`config.mk`:
```
export PLATFORM = sky130hd
export DESIGN_NAME = mul_div_unit
export DESIGN_NICKNAME = d
export VERILOG_FILES = /design/src/rtl/mul_div_unit_pkg.sv /design/src/rtl/mul_div_unit_cond_negate.sv /design/src/rtl/mul_div_unit.sv
export SDC_FILE = /design/constraint.sdc
export NUM_CORES = 1
export LEC_CHECK = 0
export ABC_CLOCK_PERIOD_IN_PS = 7850
export CORE_MARGIN = 3
export CORE_UTILIZATION = 30
export CTS_BUF_LIST = sky130_fd_sc_hd__clkbuf_4 sky130_fd_sc_hd__clkbuf_8
export CTS_CLUSTER_DIAMETER = 100
export DETAILED_ROUTE_END_ITERATION = 16
export PLACE_DENSITY = 0.47
export SYNTH_ARGS = -nofsm -noshare
export SYNTH_HDL_FRONTEND = slang
export SYNTH_SLANG_ARGS = --single-unit
```
`constraint.sdc`:
```
create_clock -name clk -period 7.85 [get_ports clk]
set_clock_uncertainty 0.1 [all_clocks]
set_input_delay 1.57 -clock clk [delete_from_list [all_inputs] [get_ports clk]]
set_output_delay 1.57 -clock clk [all_outputs]
set_load 0.02 [all_outputs]
```
`src/rtl/mul_div_unit_pkg.sv`:
```
// rtl/mul_div_unit_pkg.sv - shared op/state encodings and counter sizing for the multiply/divide unit
package mdu_pkg;

    typedef enum logic [2:0] {
        OP_MULT  = 3'd0,
        OP_MULTU = 3'd1,
        OP_DIV   = 3'd2,
        OP_DIVU  = 3'd3,
        OP_MTHI  = 3'd4,
        OP_MTLO  = 3'd5
    } mdu_op_t;

    typedef enum logic [1:0] {
        IDLE = 2'd0,
        RUN  = 2'd1,
        DONE = 2'd2
    } mdu_state_t;

    localparam int MDU_WIDTH = 32;

    function automatic int mdu_cnt_w(input int width);
        return $clog2(width) + 1;
    endfunction

    localparam int MDU_CNT_W = mdu_cnt_w(MDU_WIDTH);

endpackage

```
`src/rtl/mul_div_unit_cond_negate.sv`:
```
// rtl/mul_div_unit_cond_negate.sv - two's-complement conditional negate, y = neg ? -x : x
module cond_negate #(
    parameter int WIDTH = 32
) (
    input  logic             i_neg,
    input  logic [WIDTH-1:0] i_x,
    output logic [WIDTH-1:0] o_y
);

    assign o_y = i_neg ? (~i_x + WIDTH'(1)) : i_x;

endmodule

```
`src/rtl/mul_div_unit.sv`:
```
// rtl/mul_div_unit.sv - iterative shift-add multiply / restoring divide with HI/LO registers
// Divider datapath is compiled only when MDU_DIV_EN is defined.
module mul_div_unit
    import mdu_pkg::*;
#(
    parameter int WIDTH = 32
) (
    input  logic             clk,
    input  logic             reset,
    input  logic             start,
    input  logic [2:0]       op,
    input  logic [WIDTH-1:0] a,
    input  logic [WIDTH-1:0] b,
    output logic             ready,
    output logic             done,
    output logic [WIDTH-1:0] hi,
    output logic [WIDTH-1:0] lo
);

    localparam int CNT_W = mdu_cnt_w(WIDTH);

    mdu_state_t         r_state, w_state_next;
    logic [CNT_W-1:0]   r_cnt;
    logic [2*WIDTH-1:0] r_acc;
    logic [WIDTH-1:0]   r_opnd;
    logic [WIDTH-1:0]   r_hi, r_lo;
    logic               r_neg_q;

    mdu_op_t            w_op;
    logic               w_op_valid, w_accept, w_signed, w_is_mul, w_is_div_op, w_run_op;
    logic               w_last;
    logic [WIDTH-1:0]   w_a_mag, w_b_mag;
    logic [WIDTH:0]     w_mul_sum;
    logic [2*WIDTH-1:0] w_mul_next, w_step, w_prod;
    logic [WIDTH-1:0]   w_res_hi, w_res_lo;

    assign w_op        = mdu_op_t'(op);
    assign w_op_valid  = (op < 3'd6);
    assign w_accept    = (r_state == IDLE) && start && w_op_valid;
    assign w_signed    = (w_op == OP_MULT) || (w_op == OP_DIV);
    assign w_is_mul    = (w_op == OP_MULT) || (w_op == OP_MULTU);
    assign w_is_div_op = (w_op == OP_DIV)  || (w_op == OP_DIVU);
    assign w_last      = (r_cnt == CNT_W'(1));

    cond_negate #(.WIDTH(WIDTH)) u_abs_a (.i_neg(w_signed & a[WIDTH-1]), .i_x(a), .o_y(w_a_mag));
    cond_negate #(.WIDTH(WIDTH)) u_abs_b (.i_neg(w_signed & b[WIDTH-1]), .i_x(b), .o_y(w_b_mag));

    // Multiply: multiplier sits in the low half and is consumed LSB-first as the product shifts in.
    assign w_mul_sum  = {1'b0, r_acc[2*WIDTH-1:WIDTH]} + (r_acc[0] ? {1'b0, r_opnd} : {(WIDTH+1){1'b0}});
    assign w_mul_next = {w_mul_sum, r_acc[WIDTH-1:1]};

`ifdef MDU_DIV_EN
    logic               r_is_div, r_neg_r, r_b_zero;
    logic [WIDTH-1:0]   r_a;
    logic [2*WIDTH:0]   w_div_shift;
    logic [WIDTH:0]     w_div_diff;
    logic [2*WIDTH-1:0] w_div_next;
    logic [WIDTH-1:0]   w_quot, w_rem;

    // Restoring divide: remainder in the high half, quotient bits shift into the low half.
    assign w_div_shift = {r_acc, 1'b0};
    assign w_div_diff  = w_div_shift[2*WIDTH:WIDTH] - {1'b0, r_opnd};
    assign w_div_next  = w_div_diff[WIDTH]
                       ? {w_div_shift[2*WIDTH-1:WIDTH], w_div_shift[WIDTH-1:1], 1'b0}
                       : {w_div_diff[WIDTH-1:0],        w_div_shift[WIDTH-1:1], 1'b1};
    assign w_step      = r_is_div ? w_div_next : w_mul_next;
    assign w_run_op    = w_is_mul || w_is_div_op;

    cond_negate #(.WIDTH(WIDTH)) u_neg_quot (.i_neg(r_neg_q), .i_x(w_step[WIDTH-1:0]),       .o_y(w_quot));
    cond_negate #(.WIDTH(WIDTH)) u_neg_rem  (.i_neg(r_neg_r), .i_x(w_step[2*WIDTH-1:WIDTH]), .o_y(w_rem));
`else
    assign w_step   = w_mul_next;
    assign w_run_op = w_is_mul;
`endif

    cond_negate #(.WIDTH(2*WIDTH)) u_neg_prod (.i_neg(r_neg_q), .i_x(w_step), .o_y(w_prod));

    always_comb begin
        w_res_hi = w_prod[2*WIDTH-1:WIDTH];
        w_res_lo = w_prod[WIDTH-1:0];
`ifdef MDU_DIV_EN
        if (r_is_div) begin
            if (r_b_zero) begin
                w_res_hi = r_a;
                w_res_lo = {WIDTH{1'b1}};
            end else begin
                w_res_hi = w_rem;
                w_res_lo = w_quot;
            end
        end
`endif
    end

    always_ff @(posedge clk or posedge reset) begin
        if (reset) r_state <= IDLE;
        else       r_state <= w_state_next;
    end

    always_comb begin
        w_state_next = r_state;
        case (r_state)
            IDLE:    if (w_accept) w_state_next = w_run_op ? RUN : DONE;
            RUN:     if (w_last)   w_state_next = DONE;
            DONE:    w_state_next = IDLE;
            default: w_state_next = IDLE;
        endcase
    end

    always_ff @(posedge clk or posedge reset) begin
        if (reset) begin
            r_cnt   <= '0;
            r_acc   <= '0;
            r_opnd  <= '0;
            r_hi    <= '0;
            r_lo    <= '0;
            r_neg_q <= 1'b0;
`ifdef MDU_DIV_EN
            r_is_div <= 1'b0;
            r_neg_r  <= 1'b0;
            r_b_zero <= 1'b0;
            r_a      <= '0;
`endif
        end else if (w_accept) begin
            if (w_run_op) begin
                r_cnt   <= CNT_W'(WIDTH);
                r_neg_q <= w_signed & (a[WIDTH-1] ^ b[WIDTH-1]);
                if (w_is_div_op) begin
                    r_acc  <= {{WIDTH{1'b0}}, w_a_mag};
                    r_opnd <= w_b_mag;
                end else begin
                    r_acc  <= {{WIDTH{1'b0}}, w_b_mag};
                    r_opnd <= w_a_mag;
                end
            end
            if (w_op == OP_MTHI) r_hi <= a;
            if (w_op == OP_MTLO) r_lo <= a;
`ifdef MDU_DIV_EN
            r_is_div <= w_is_div_op;
            r_neg_r  <= w_signed & a[WIDTH-1];
            r_b_zero <= (b == '0);
            r_a      <= a;
`endif
        end else if (r_state == RUN) begin
            r_acc <= w_step;
            r_cnt <= r_cnt - CNT_W'(1);
            if (w_last) begin
                r_hi <= w_res_hi;
                r_lo <= w_res_lo;
            end
        end
    end

    assign ready = (r_state == IDLE);
    assign done  = (r_state == DONE);
    assign hi    = r_hi;
    assign lo    = r_lo;

endmodule

```
# Word-level counts from Yosys, hierarchy flattened
# Index checks and enable logic that the tools add are counted.
[word_totals]
regBits = 169
latch_bits = 0
ram_bits = 0
rom_bits = 0
in_bits = 70
output_inout_bits = 66
n_memories = 0
[op_classes]
add_sub_neg = 5
mul = 0
div = 0
n_lt_le_gt_ge = 1
eq_ne = 13
n_shift = 0
n_mux = 24
n_bitwise = 7
n_reduce_logical = 14
[ops]
columns = ["operator", "n"]
rows = [
  ["2-to-1 mux 32 bit", 13],
  ["2-to-1 mux 64 bit", 4],
  ["adder 32 x 1 -> 32 bit, second input constant", 2],
  ["adder 64 x 1 -> 64 bit, second input constant", 1],
  ["NOT 32 bit", 2],
  ["NOT 64 bit", 1],
  ["adder 32 x 32 -> 33 bit", 1],
  ["2-to-1 mux 6 bit", 3],
  ["!= test 2 x 1 -> 1 bit, second input constant", 4],
  ["equality test 3 x 2 -> 1 bit, second input constant", 2],
  ["equality test 3 bit, second input constant", 2],
  ["equality test 6 x 1 -> 1 bit, second input constant", 1],
  ["2-to-1 mux 2 bit", 3],
  ["AND reduction 2 bit", 3],
  ["AND reduction 3 bit", 2],
  ["subtractor 6 x 1 -> 6 bit, second input constant", 1],
  ["case mux 2 bit (2 select lines)", 1],
  ["nonzero test 2 bit", 2],
  ["AND 1 bit", 3],
  ["equality test 3 x 1 -> 1 bit, second input constant", 1],
  ["zero test 3 bit", 1],
  ["logical OR 1 bit", 3],
  ["< comparator 3 bit, second input constant", 1],
  ["equality test 2 x 1 -> 1 bit, second input constant", 1],
  ["other kinds (5)", 6],
]

# Logic depth before layout (Yosys ltp)
[logic_depth]
depth_word = 8
ltp_mapped = 15

# Cells and area by module
# Synthesis repeated with hierarchy kept, for this count alone.
[hier_totals]
hier_cells = 1512
hier_area_um2 = 12658.4
[modules_own_cells]
columns = ["module", "instances", "cells_each", "area_each_um2"]
rows = [
  ["mul_div_unit", 1, 1108, 9455.3],
  ["cond_negate (u_neg_prod)", 1, 206, 1649.1],
  ["cond_negate (u_abs_a ...)", 2, 99, 777.0],
]

# Worst setup path after synthesis
# No wires, ideal clock.
[synth_timing]
path_type = "flip-flop to flip-flop"
from = "register r_acc[0]"
to = "register r_hi[28] (netlist: hi[28])"
arrival_time_ns = 4.182
t_required_ns = 7.646
path_slack_ns = 3.464
stages_incl_launch_ff = 15
synth_period_minus_slack_ns = 4.386
cell_sequence = "dfrtp_1 > clkbuf_1 > and2_1 > fa_1 > a21o_1 > a221o_1 > a2bb2oi_1 > a211oi_1 > a41o_1 > nor4b_1 > nand4_1 > or4b_4 > o31ai_2 > xor2_1 > a221oi_1"
[synth_via]
elab_chain_cells = 8
[synth_rtl]
columns = ["item", "line", "rtl"]
rows = [
  ["start, declared", "mul_div_unit.sv:24", "logic [2*WIDTH-1:0] r_acc;"],
  ["start signal, assigned", "mul_div_unit.sv:128", "r_acc <= {{WIDTH{1'b0}}, w_a_mag};"],
  ["start signal, assigned", "mul_div_unit.sv:131", "r_acc <= {{WIDTH{1'b0}}, w_b_mag};"],
  ["start signal, assigned", "mul_div_unit.sv:144", "r_acc <= w_step;"],
  ["2-to-1 mux 32 bit *", "mul_div_unit.sv:49", "assign w_mul_sum = {1'b0, r_acc[2*WIDTH-1:WIDTH]} + (r_acc[0] ? {1'b0, r_opnd} : {(WIDTH+1){1'b0}});"],
  ["adder 32 x 32 -> 33 bit *", "mul_div_unit.sv:49", ""],
  ["NOT 64 bit", "mul_div_unit_cond_negate.sv:10", "assign o_y = i_neg ? (~i_x + WIDTH'(1)) : i_x;"],
  ["adder 64 x 1 -> 64 bit", "mul_div_unit_cond_negate.sv:10", ""],
  ["2-to-1 mux 64 bit *", "mul_div_unit_cond_negate.sv:10", ""],
  ["2-to-1 mux 32 bit *", "mul_div_unit.sv:146", "if (w_last) begin"],
  ["2-to-1 mux 32 bit *", "mul_div_unit.sv:143", "end else if (r_state == RUN) begin"],
  ["2-to-1 mux 32 bit *", "mul_div_unit.sv:123", "end else if (w_accept) begin"],
  ["end signal, assigned", "mul_div_unit.sv:147", "r_hi <= w_res_hi;"],
  ["end, declared", "mul_div_unit.sv:26", "logic [WIDTH-1:0] r_hi, r_lo;"],
]
# Every way passes the cells marked *; elsewhere a longest branch is shown, timed or not. The select of a mux whose other input is x is not followed.
# A chain may end at the register's enable or synchronous reset.

# Worst setup path in the final report
# Ends and elaborated chain as after synthesis.

==> flow_metrics.tcl <==
set metrics [dict create \
    outcome "complete, no violations" \
    synthTopCellsByArea "dfrtp_1 35%, nand2_1 6.5%, xnor2_1 6.2%, nor2_1 5.1%, o21ai_0 4.6%" \
    die_area_mm2 0.0424 \
    drive_gt1_frac 0.0537 \
    ys_seq_area_frac 0.353 \
    grt.total_usage 0.217 \
    grt_pass1_vias 11100 \
    finalSetupViolations 0 \
    clk_path_buf_depth 2 \
    vias 11500 \
    postSynth.asyncResetShare 1.00 \
    min_period_over_period 0.711 \
    min_path_type "flop to flop" \
    peakVddDrop_uv 139 \
    r2r-start "r_acc[0]$_DFFE_PP0P_" \
    grt_setup_unrepaired "false" \
    detail-route-antenna-nets 0 \
    hp-start "lo[28]$_DFFE_PP0P_" \
    drv_slew 0 \
    gp_congestion 0.887 \
    synthFlopType "dfrtp_1" \
    rows 72 \
    synthCells 1490 \
    setup.worst_path.start_class "flop" \
    hpwlAfterDp_um 35400 \
    syn_area_per_cell_um2 8.05 \
    synth_cell_types 77 \
    htree_levels 4 \
    timing.final.ws_setup_ns 2.27 \
    power_density_mw_per_mm2 391 \
    synth.most_common_cell "nand2_1" \
    tightest_slew_ns 0.911 \
    path_cells "and2_1, ha_1, fa_1, a21o_1, a221o_1, a2bb2oi_1, a211oi_1, a41o_1, nor4b_1, nand4_1, or4b_4, o31ai_2, xor2_1, a221oi_1" \
    ys_ff_latch 169 \
    cts_tree "yes" \
    clk_pin_slew_worst_paths_ns 0.10 \
    end_kind "flop" \
    multi_input_area_mm2 0.00739 \
    nets 1680 \
    postCtsSetupRepairBufs 0 \
    slowest_stage "dfrtp_1" \
    grt_max_degree 91 \
    ctsResizeCount 0 \
    clock_sinks 169 \
    synth_edf_count 0 \
    fillers 4141 \
    slew_headroom 0.391 \
    synth_common_cells "209 x nand2_1, 169 x dfrtp_1, 162 x nor2_1, 110 x o21ai_0, 99 x a21oi_1" \
    holdWs_ns 0.382 \
    cp_max_fo 33 \
    cts_buffers 17 \
    period_minus_slack_ns 5.58 \
    yosysTopAreaCell "dfrtp_1" \
    timing.fmax_mhz 179 \
    hold_viol 0 \
    cp_data_arrival_time_ns 5.86 \
    grt_antenna_before_repair 0 \
    seqCellArea_mm2 0.00423 \
    critPathMaxStageDelay_ns 0.70 \
    drc 0 \
    yosys_warnings 0 \
    drt_iter0_markers 908 \
    cts_hold_repair.buffers 0 \
    insertion_delay_ns 0.48 \
    fin_setup_tns_ns 0 \
    core-area_mm2 0.0391 \
    grt-ovfl-total 0 \
    die_width_um 206 \
    totalWireLength_um 46000 \
    antenna-diode-count 0 \
    portBuffers 135 \
    initial_core_util 0.307 \
    wire_per_inst_um 21.9 \
    synth_area_mm2 0.0120 \
    cap_violations 0 \
    cp.required_ns 8.13 \
    area_growth_pct 18.6 \
    dp_slack_ns 2.32 \
    crit_type "flop to flop" \
    syn_nets 1598 \
    netlist.area_leader.share 0.353 \
    routed_via_density 5.48 \
    p_leak_uw 0.00581 \
    firstDrtPassIters 5 \
    cts_root_buf "clkbuf_8" \
    grt_pass1_wl_um 69500 \
    crit_start "r_acc[0]$_DFFE_PP0P_" \
    die_h_um 206 \
    io_pins 136 \
]
==> per-layer routing <==
layer / wire length (um) / track usage
met5: 0 / 0
met4: 986 / 0.0560
met3: 2590 / 0.0405
met2: 20400 / 0.339
met1: 22000 / 0.310
==> path summary, 6_finish.rpt <==
kind,end,slack [ns],cells past startpoint
hold / removal,lo[28]$_DFFE_PP0P_,0.38,2
setup / recovery,hi[28]$_DFFE_PP0P_,2.27,14
min in group asynchronous,lo[25]$_DFFE_PP0P_,1.53,2
setup reg to reg,hi[28]$_DFFE_PP0P_,2.27,14
max in group asynchronous,r_acc[2]$_DFFE_PP0P_,4.95,3
hold reg to reg,lo[28]$_DFFE_PP0P_,0.38,2
==> area by class of cell <==
type | count | share of cell area
clock buffer | 20 | 0.0180
multi-input combinational | 1210 | 0.520
tap | 518 | 0.0456
sequential | 169 | 0.297
timing repair buffer | 154 | 0.105
inverter | 20 | 0.00563
clock inverter | 9 | 0.00888
==> sequential cells by signal, summed over array words and instances, names as in the netlist <==
register,count
r_cnt,6
hi,32
lo,32
r_neg_q,1
r_opnd,32
r_acc,64
r_state,2
==> logic make-up (layout without fill, tap and decap cells) <==
logic type	after synthesis	count (layout)	synth area share
mux	3	3	0.00271
flops	169	169	0.353
simple gates	577	577	0.229
fa+ha+maj	38	38	0.0403
compound gates	451	451	0.237
buf+inv	111	203	0.0350
xor+xnor	141	141	0.103
==> report_power, final <==
group	leakage [uW]	total (uW)	internal (uW)	switching, uW
sequential	0.00211	1630	1260	374
combinational	0.00350	3270	1250	2020
clock	0.000199	667	319	348
==> placed cells by master (no fill, tap or decap), drive strengths merged, types with 3 or more instances in the layout <==
| cell type | Yosys | final |
|---|---|---|
| or4 | 15 | 15 |
| nand4 | 9 | 9 |
| a221oi | 4 | 4 |
| dfrtp | 169 | 169 |
| nor4b | 7 | 7 |
| nor4 | 10 | 10 |
| clkdlybuf4s50 | 0 | 135 |
| a211oi | 26 | 26 |
| nand2b | 12 | 12 |
| o41ai | 11 | 11 |
| nor2 | 162 | 162 |
| bufinv | 0 | 3 |
| or3 | 24 | 24 |
| or2 | 8 | 8 |
| nor3 | 22 | 22 |
| a21oi | 99 | 99 |
| clkbuf | 80 | 20 |
| o21a | 4 | 4 |
| xor2 | 56 | 56 |
| buf | 11 | 19 |
| a221o | 4 | 4 |
| o211ai | 11 | 11 |
| nand3 | 35 | 35 |
| a22o | 10 | 10 |
| clkinv | 0 | 4 |
| and4 | 4 | 4 |
| inv | 20 | 21 |
| nand2 | 209 | 209 |
| a21o | 20 | 20 |
| xnor2 | 85 | 85 |
| a31oi | 19 | 19 |
| o21ai | 149 | 149 |
| ha | 37 | 37 |
| and3 | 6 | 6 |
| nor3b | 5 | 5 |
| o31ai | 59 | 59 |
| and2 | 38 | 38 |
| nor2b | 6 | 6 |
| o22ai | 5 | 5 |
==> through the flow <==
step / util / instances / total power, uW / instance area [um2]
2_1_floorplan: - / 1490 / 3690 / 12000
3_3_place_gp: 0.354 / 2071 / 4910 / 13800
3_5_place_dp: 0.354 / 2071 / 4930 / 13800
4_1_cts: 0.364 / 2100 / 5600 / 14200
5_1_grt: 0.364 / 2100 / 5990 / 14200
6_report: 0.364 / 2100 / 5570 / 14200
==> worst max-delay path: cells and delay by family, from the launching register on <==
family	cells	cell delay, ns
AND/OR/NAND/NOR	4	1.99
adder cells (fa/ha/maj)	2	0.61
XOR/XNOR	1	0.09
AO/OA/AOI/OAI	7	1.99
flip-flops	1	0.70
(Power assumes the default switching activity.)
